## src/rtl/hc4e_mem_io.sv

```systemverilog
// HC4e data-side memory/IO unit: 14-nibble RAM, GPIO port at 0xE and a
// 4-bit serial transmitter at 0xF, all on a 4-bit address / 4-bit data bus.
module hc4e_mem_io #(
  parameter int BAUD_DIV    = 4,
  parameter int SYNC_STAGES = 2
) (
  input  logic       clk,
  input  logic       reset,
  input  logic [3:0] addr,
  input  logic [3:0] data_in,
  input  logic       mem_we,
  input  logic       mem_re,
  output logic [3:0] data_out,
  output logic       data_oe,
  output logic [3:0] gpio_out,
  input  logic [3:0] gpio_in,
  output logic       tx,
  output logic       tx_busy,
  output logic       tx_overrun
);

  typedef enum logic {IDLE, SHIFT} state_t;

  localparam logic [7:0] BAUD_LAST = 8'(BAUD_DIV - 1);
  localparam logic [2:0] BIT_LAST  = 3'd5;

  state_t     state, state_n;
  logic [7:0] baud_cnt, baud_n;
  logic [2:0] bit_idx, bit_n;
  logic [3:0] shreg, shreg_n;
  logic       overrun_n;
  logic       wr_tx;

  logic [3:0] ram [14];
  logic [3:0] sync_q [SYNC_STAGES];

  assign wr_tx = mem_we && (addr == 4'hF);

  always_ff @(posedge clk or posedge reset) begin
    if (reset) begin
      for (int i = 0; i < 14; i++) ram[i] <= 4'h0;
      gpio_out <= 4'h0;
      for (int i = 0; i < SYNC_STAGES; i++) sync_q[i] <= 4'h0;
    end else begin
      if (mem_we && (addr < 4'hE)) ram[addr] <= data_in;
      if (mem_we && (addr == 4'hE)) gpio_out <= data_in;
      sync_q[0] <= gpio_in;
      for (int i = 1; i < SYNC_STAGES; i++) sync_q[i] <= sync_q[i-1];
    end
  end

  // Transmitter control state; reset aborts any frame in flight.
  always_ff @(posedge clk or posedge reset) begin
    if (reset) begin
      state      <= IDLE;
      baud_cnt   <= 8'd0;
      bit_idx    <= 3'd0;
      tx_overrun <= 1'b0;
    end else begin
      state      <= state_n;
      baud_cnt   <= baud_n;
      bit_idx    <= bit_n;
      tx_overrun <= overrun_n;
    end
  end

  always_ff @(posedge clk) begin
    shreg <= shreg_n;
  end

  always_comb begin
    state_n   = state;
    baud_n    = baud_cnt;
    bit_n     = bit_idx;
    shreg_n   = shreg;
    overrun_n = 1'b0;
    case (state)
      IDLE: begin
        if (wr_tx) begin
          state_n = SHIFT;
          baud_n  = 8'd0;
          bit_n   = 3'd0;
          shreg_n = data_in;
        end
      end
      SHIFT: begin
        // A write while busy is dropped and flagged; the frame continues.
        if (wr_tx) overrun_n = 1'b1;
        if (baud_cnt == BAUD_LAST) begin
          baud_n = 8'd0;
          if (bit_idx == BIT_LAST) begin
            state_n = IDLE;
            bit_n   = 3'd0;
          end else begin
            bit_n = bit_idx + 3'd1;
          end
        end else begin
          baud_n = baud_cnt + 8'd1;
        end
      end
      default: state_n = IDLE;
    endcase
  end

  // Line is driven from registered state so reset forces it high at once.
  always_comb begin
    tx = 1'b1;
    if (state == SHIFT) begin
      case (bit_idx)
        3'd0:    tx = 1'b0;
        3'd1:    tx = shreg[0];
        3'd2:    tx = shreg[1];
        3'd3:    tx = shreg[2];
        3'd4:    tx = shreg[3];
        default: tx = 1'b1;
      endcase
    end
  end

  assign tx_busy = (state == SHIFT);
  assign data_oe = mem_re;

  always_comb begin
    data_out = 4'h0;
    if (mem_re) begin
      if (addr < 4'hE)       data_out = ram[addr];
      else if (addr == 4'hE) data_out = sync_q[SYNC_STAGES-1];
      else                   data_out = {3'b000, tx_busy};
    end
  end

endmodule

```

## config.mk

```make
export PLATFORM = sky130hd
export DESIGN_NAME = hc4e_mem_io
export DESIGN_NICKNAME = d
export VERILOG_FILES = /design/src/rtl/hc4e_mem_io.sv
export SDC_FILE = /design/constraint.sdc
export NUM_CORES = 1
export LEC_CHECK = 0
export CAP_MARGIN = 40
export CORE_ASPECT_RATIO = 0.5
export CORE_MARGIN = 2
export CORE_UTILIZATION = 33
export DETAILED_ROUTE_END_ITERATION = 10
export GPL_ROUTABILITY_DRIVEN = 1
export MAX_ROUTING_LAYER = met4
export PLACE_DENSITY = 0.58
export SETUP_SLACK_MARGIN = 0.1
export SLEW_MARGIN = 20
export SYNTH_ARGS = -nofsm -noshare
export SYNTH_HDL_FRONTEND = slang
export SYNTH_SLANG_ARGS = --single-unit
```

## constraint.sdc

```tcl
create_clock -name clk -period 3.4 [get_ports clk]
set_clock_uncertainty 0.15 [all_clocks]
set_input_delay 0.68 -clock clk [delete_from_list [all_inputs] [get_ports clk]]
set_output_delay 0.68 -clock clk [all_outputs]
set_load 0.02 [all_outputs]
```

==> results of run 1 <==
final cells by class:
type	instances	area, µm²
Multi-Input combinational cell	205	1669
Clock buffer	10	239.0
Tap cell	165	206.4
Clock inverter	5	60.06
Inverter	5	20.02
Timing Repair Buffer	46	424.2
Fill cell	1111	6935
Sequential cell	85	2147
critical path: cells and delay by family:
kind	cells	cell delay, ns
buffers and inverters	3	1.14
AOI/OAI and AO/OA	2	0.36
and+or+nand+nor	1	0.18
registers in the layout, summed over array words and instances, names as in the netlist:
name / count
bit_idx: 3
sync_q: 8
gpio_out: 4
baud_cnt: 8
tx_busy: 1
shreg: 4
tx_overrun: 1
ram: 56
routing by layer:
layer | up-vias | track usage (%)
met4 | 0 | 3.874
li1 | 1207 | -
met2 | 40 | 24.65
met5 | - | -
met1 | 1346 | 19.06
met3 | 6 | 5.336
per-stage QoR:
step / instances / hold slack (ns) / instance area (µm²) / total power [mW] / setup TNS [ns]
floorplan: 314 / 0.1812 / 3910 / 1.820 / 0
global placement: 506 / 0.1824 / 4472 / 2.031 / -0.7451
detailed placement: 506 / 0.1872 / 4472 / 2.062 / -0.8315
CTS: 521 / 0.2019 / 4776 / 3.054 / 0
global route: 521 / 0.2154 / 4766 / 3.184 / 0
finish: 521 / 0.1984 / 4766 / 3.020 / 0
cells in the final DEF, fill, tap and decap left out, drive strengths merged, types with 6 or more instances in the layout:
cell type and count:
o21ai 11, o22ai 6, mux2 63, nand3 12, dfrtp 81, nand2 18
clkdlybuf4s50 21, nor2 20, buf 19, clkbuf 13, mux2i 18
repair_timing:
action                     4_1_cts  5_1_grt
gates resized for setup          9        7
setup endpoints to repair        4        4
pin swaps                        1        0
where the power goes:
part           switching [mW]  internal [mW]
clock                   0.395          0.586
sequential              0.147           1.24
combinational           0.305          0.351
total                   0.848           2.17
path summary, 6_finish.rpt:
check,cells after the start,endpoint,startpoint,slack (ns)
max,6,data_out[0],addr[3],0.22
max in group asynchronous,3,ram[37],reset,2.18
min in group asynchronous,3,ram[41],reset,0.61
min reg2reg,0,sync_q[1],sync_q[5],0.20
max reg2reg,4,bit_idx[1],baud_cnt[2],1.43
min,0,sync_q[1],sync_q[5],0.20
kinds of logic after synthesis:
logic type                 Yosys count
buffers and inverters               24
and+or+nand+nor                     74
adders and majority gates            2
xor gates and xnor gates             2
DFF                                 85
muxes                               85
AOI/OAI and AO/OA                   42
==> results by group, run 1 <==
Yosys
  • Post-Syn Nets: 332
  • Main combinational cell family by area after synthesis: multiplexers
  • Sequential fraction of the synthesis area: 54.91%
  • Flip-flop and latch count after synthesis: 85
  • Synth area leader: sky130_fd_sc_hd__dfrtp_1
  • Asr flop ratio synth: 95.29%
  • Synthesized area: 0.003910 mm²
  • Synth Warn #: 0
  • Simple-gate portion of the synthesized area: 9.184%
  • Top cells by instance count after synthesis: 81 x sky130_fd_sc_hd__dfrtp_1, 63 x sky130_fd_sc_hd__mux2_2, 20 x sky130_fd_sc_hd__nor2_1, 18 x sky130_fd_sc_hd__mux2i_1, 18 x sky130_fd_sc_hd__nand2_1
  • Post-synthesis xor/xnor area fraction: 0.4480%
  • Cell count after synthesis: 314
  • Mux cell area share after synthesis: 25.06%
  • Top-count cell post-synth: sky130_fd_sc_hd__dfrtp_1
  • Synth Area per Inst: 12.45 µm²
  • Number of synthesized flops with an enable pin: 4
  • Top FF cell, synth: sky130_fd_sc_hd__dfrtp_1
  • Synth area leaders: sky130_fd_sc_hd__dfrtp_1 52%, sky130_fd_sc_hd__mux2_2 18%, sky130_fd_sc_hd__mux2i_1 4.6%
  • Fraction of the mapped netlist area in compound gates: 7.136%
  • Top-area cell type share of the netlist area: 51.84%
  • Adder-cell share of the synthesized area: 0.6400%
  • Yosys cell types: 38

Finish
  • Number of nets at the end of the flow: 370
  • Layout overhead on the synthesized area: 21.89%
  • Number of inserted diodes: 0
  • Layout cells sized above 1: 31.74%
  • Final standard cell utilization of the core: 40.73%

Floorplanning
  • Site Rows: 28
  • Core Footprint: 0.01170 mm²
  • Starting density of the core: 33.42%
  • Horizontal extent of the die: 157.9 µm
  • Number of I/O pins: 28
  • Die extent in y: 80.97 µm
  • Full die area: 0.01279 mm²

Timing
  • Transition time of the tightest slew-check pin: 0.7102 ns
  • Setup repair after global routing missed its margin: false
  • Shortest period the worst path allows: 3.183 ns
  • Post-route worst setup slack: 0.2165 ns
  • Setup Viol. Count Final: 0
  • Worst slew margin: 52.51%
  • Final number of max-transition violations: 0
  • Period utilisation layout: 93.63%
  • Fmax achieved: 0.3141 GHz
  • Hold Vio Cnt, Final: 0

Clocking
  • Reg clk slew, reported paths: 0.06 ns
  • Setup Buffers After CTS: 0
  • Inserted Clock Buffers: 9
  • Number of hold buffers added after CTS: 0
  • Later-pin clock latency in the skew report: 0.34 ns
  • # H-tree levels: 3
  • Maximum count of clock buffers along a single path: 2
  • Clock tree root driver cell: sky130_fd_sc_hd__clkbuf_16
  • Clock tree from TritonCTS: done
  • Clk sinks: 85

Critical path
  • Highest-delay cell along the critical path: sky130_fd_sc_hd__clkdlybuf4s50_1
  • Data arrival time of the critical path: 2.35 ns
  • Cells along the critical path: clkdlybuf4s50_1 > buf_4 > nor2b_1 > a22oi_1 > a31oi_1 > clkdlybuf4s15_1
  • Type of destination of the critical path: output pin
  • Worst setup path class: input pin to output pin
  • Largest stage delay, worst path: 0.60 ns
  • Startpoint types: input pin
  • Maximum net fanout on the critical path: 9
  • Critical Path RT: 2.57 ns

Global routing
  • Via count of the first global-routing pass: 2691
  • Total Routing Usage GR: 15.46%
  • Pin count of the biggest net entering global routing: 82
  • Number of antenna violations at the first check in global routing: 0
  • Remaining global-route overflow: 0
  • Global-route wire length before repair: 14.26 mm

Drt
  • Met3 Wirelength: 315 µm
  • DR DRC count: 0
  • Number of routed nets with antenna violations: 0
  • Length of the first detailed-routing pass in iterations: 4
  • Vias/cell: 4.988
  • Average wire per cell in the routed design: 16.64 µm
  • Topmost layer with routed signal wires: met4
  • Met2 wirelength from detailed routing: 4.162 mm
  • Number of DRC markers in iteration 0: 193
  • M1 WL: 4.093 mm
  • Via count: 2599
  • Total Wirelength: 8.672 mm

Power
  • Power per Cell Area: 633.8 mW/mm²
  • Worst supply voltage drop on vdd: 0.3008 mV
  • Static power due to leakage: 2.033 nW

Place
  • Routability cong.: 0.8581
  • DP Wirelength: 6.064 mm
  • IO buf count: 27
  • Worst slack after detailed placement: -0.2231 ns

Run
  • Number of max-cap violations: 0

Run status
  • Status: completed

Worst hold path
  • Path category of the worst min-delay check: flop to flop
(Power assumes the default switching activity.)
==> inputs of run 2 (changes only) <==
--- a/config.mk
+++ b/config.mk
@@ -9,6 +9,7 @@
 export CORE_ASPECT_RATIO = 0.5
 export CORE_MARGIN = 2
 export CORE_UTILIZATION = 33
+export CTS_CLUSTER_DIAMETER = 80
 export DETAILED_ROUTE_END_ITERATION = 10
 export GPL_ROUTABILITY_DRIVEN = 1
 export MAX_ROUTING_LAYER = met4
==> results of run 2 <==
The final DEF is identical to that of run 1; final timing and power are the same.
==> inputs of run 3 (changes only) <==
==> constraint.sdc (replaced) <==
create_clock -name clk -period 3.5 [get_ports clk]
set_clock_uncertainty 0.15 [all_clocks]
set_input_delay 0.7 -clock clk [delete_from_list [all_inputs] [get_ports clk]]
set_output_delay 0.7 -clock clk [all_outputs]
set_load 0.02 [all_outputs]
==> results by group, run 3 (synthesis results as in run 1) <==
Drt
  • Via count: 2591
  • Total Wirelength: 8.731 mm
  • DR DRC count: 0
  • Length of the first detailed-routing pass in iterations: 4
  • Number of routed nets with antenna violations: 0
  • Average wire per cell in the routed design: 16.76 µm
  • Number of DRC markers in iteration 0: 107
  • Vias/cell: 4.973

Power
  • Power spent charging and discharging nets: 834.0 µW
  • Switching share of power: 27.65%
  • Overall power after layout: 3.017 mW
  • Cell Int Power: 2.183 mW
  • Comb pwr share: 21.1%
  • Power per Cell Area: 630.8 mW/mm²
  • Static power due to leakage: 2.056 nW
  • Worst supply voltage drop on vdd: 0.2284 mV
  • Share of power burned in the clock network: 34.0%
  • Reg power frac: 44.9%

Critical path
  • Top delay family on crit path: buffers and inverters
  • Data arrival time of the critical path: 2.44 ns
  • Critical path depth: 6
  • Highest-delay cell along the critical path: sky130_fd_sc_hd__clkdlybuf4s50_1
  • Cells along the critical path: clkdlybuf4s50_1 > or2_2 > o22ai_1 > a22oi_1 > a21oi_1 > dlygate4sd2_1
  • Startpoint types: input pin
  • Worst R2R Path Depth: 4
  • Largest stage delay, worst path: 0.51 ns
  • Critical Path RT: 2.65 ns
  • Maximum net fanout on the critical path: 6
  • Type of destination of the critical path: output pin
  • Crit path buf inv count: 2
  • Worst setup path class: input pin to output pin

Finish
  • Layout overhead on the synthesized area: 22.30%
  • Largest reg by FF count: ram
  • Layout cells sized above 1: 30.34%
  • Most common library cell in the layout ignoring fill and taps: sky130_fd_sc_hd__dfrtp_1
  • Commonest cells after routing, fill and taps aside: 81 x sky130_fd_sc_hd__dfrtp_1, 63 x sky130_fd_sc_hd__mux2_2, 21 x sky130_fd_sc_hd__clkdlybuf4s50_1, 20 x sky130_fd_sc_hd__nor2_1
  • Filler cell count: 1099
  • Footprint of the multi-input gates: 0.001660 mm²
  • Number of nets at the end of the flow: 369
  • Number of inserted diodes: 0
  • Final standard cell utilization of the core: 40.87%
  • Finished Layout Cells: 521
  • Top Registers: ram: 56 flops, baud_cnt: 8 flops, sync_q: 8 flops
  • Max reg flops: 56
  • Flip-flop and latch area: 0.002147 mm²

Floorplanning
  • Die extent in y: 80.97 µm
  • Site Rows: 28
  • Full die area: 0.01279 mm²
  • Core Footprint: 0.01170 mm²
  • Starting density of the core: 33.42%
  • Horizontal extent of the die: 157.9 µm
  • Number of I/O pins: 28

Run status
  • Status: completed

Clocking
  • Clk sinks: 85
  • # H-tree levels: 3
  • Maximum count of clock buffers along a single path: 2
  • Reg clk slew, reported paths: 0.06 ns
  • Inserted Clock Buffers: 9
  • Clock tree root driver cell: sky130_fd_sc_hd__clkbuf_16
  • Later-pin clock latency in the skew report: 0.34 ns
  • Number of hold buffers added after CTS: 0
  • Clock tree from TritonCTS: done

Global routing
  • Pin count of the biggest net entering global routing: 46
  • Number of antenna violations at the first check in global routing: 0
  • Total Routing Usage GR: 15.39%
  • Via count of the first global-routing pass: 2702
  • Remaining global-route overflow: 0
  • Global-route wire length before repair: 14.25 mm

Timing
  • Post-route setup TNS: 0 ns
  • Fmax achieved: 0.3039 GHz
  • Setup Viol. Count Final: 0
  • Final number of max-transition violations: 0
  • Transition time of the tightest slew-check pin: 0.7415 ns
  • Final hold slack: 0.2012 ns
  • Hold Vio Cnt, Final: 0
  • Setup repair after global routing missed its margin: false
  • Period utilisation layout: 94.01%
  • Shortest period the worst path allows: 3.290 ns
  • Worst slew margin: 50.42%

Place
  • Routability cong.: 0.8721
  • DP Wirelength: 6.288 mm
  • DP Cell Count: 504
  • IO buf count: 27

Worst hold path
  • Hold path depth: 0
  • Path category of the worst min-delay check: flop to flop

Run
  • Number of max-cap violations: 0
## run 3: changes by cell type in the layout (fill, tap and decap cells not counted), sizes merged
cell	previous run	this run
dlygate4sd2	2	6
clkbuf	13	10
clkinv	2	4
buf	19	18
bufinv	1	2
clkdlybuf4s15	1	0
clkinvlp	2	1
inv	5	4
## run 3: worst paths after layout
kind / to / from / slack, ns
max: data_out[1] / addr[3] / 0.21
min: sync_q[1] / sync_q[5] / 0.20
max reg2reg: bit_idx[1] / baud_cnt[2] / 1.57
min reg2reg: sync_q[1] / sync_q[5] / 0.20
max in group asynchronous: ram[25] / reset / 2.03
min in group asynchronous: sync_q[0] / reset / 0.42
## run 3: layout make-up
| cell class | instances | area share [%] |
|---|---|---|
| clock buffer | 10 | 4.997 |
| multi-input combinational | 205 | 34.72 |
| clock inverter | 6 | 1.805 |
| tap | 165 | 4.317 |
| sequential | 85 | 44.90 |
| inverter | 5 | 0.4186 |
| timing repair buffer | 45 | 8.844 |
## run 3: metrics by stage
stage / cell area, µm² / setup WS [ns]
after global placement: 4444 / -0.1660
after detailed placement: 4444 / -0.1691
after floorplan: 3910 / 0.5699
after CTS: 4762 / 0.2441
final: 4782 / 0.2095
after global routing: 4782 / 0.1158
## run 3: what timing repair did
action                     CTS  global route
buffers inserted             0             0
setup endpoints to repair    4             0
gates resized for setup      6             0
hold endpoints to repair     0             0
## run 3: power by group through the flow
stage / Sequential, mW / Clock (mW) / Combinational [mW]
5_1_grt: 1.38 / 1.09 / 0.698
6_report: 1.35 / 1.03 / 0.638
3_3_place_gp: 1.35 / 0 / 0.617
4_1_cts: 1.35 / 1.05 / 0.643
3_5_place_dp: 1.37 / 0 / 0.644
2_1_floorplan: 1.33 / 0 / 0.442
## run 3: layer usage
| layer | up-vias | wire length [µm] | track usage (%) |
|---|---|---|---|
| met3 | 14 | 279 | 4.162 |
| met2 | 39 | 4158 | 24.78 |
| li1 | 1202 | - | - |
| met4 | 0 | 170 | 5.225 |
| met5 | - | 0 | - |
| met1 | 1336 | 4122 | 19.00 |
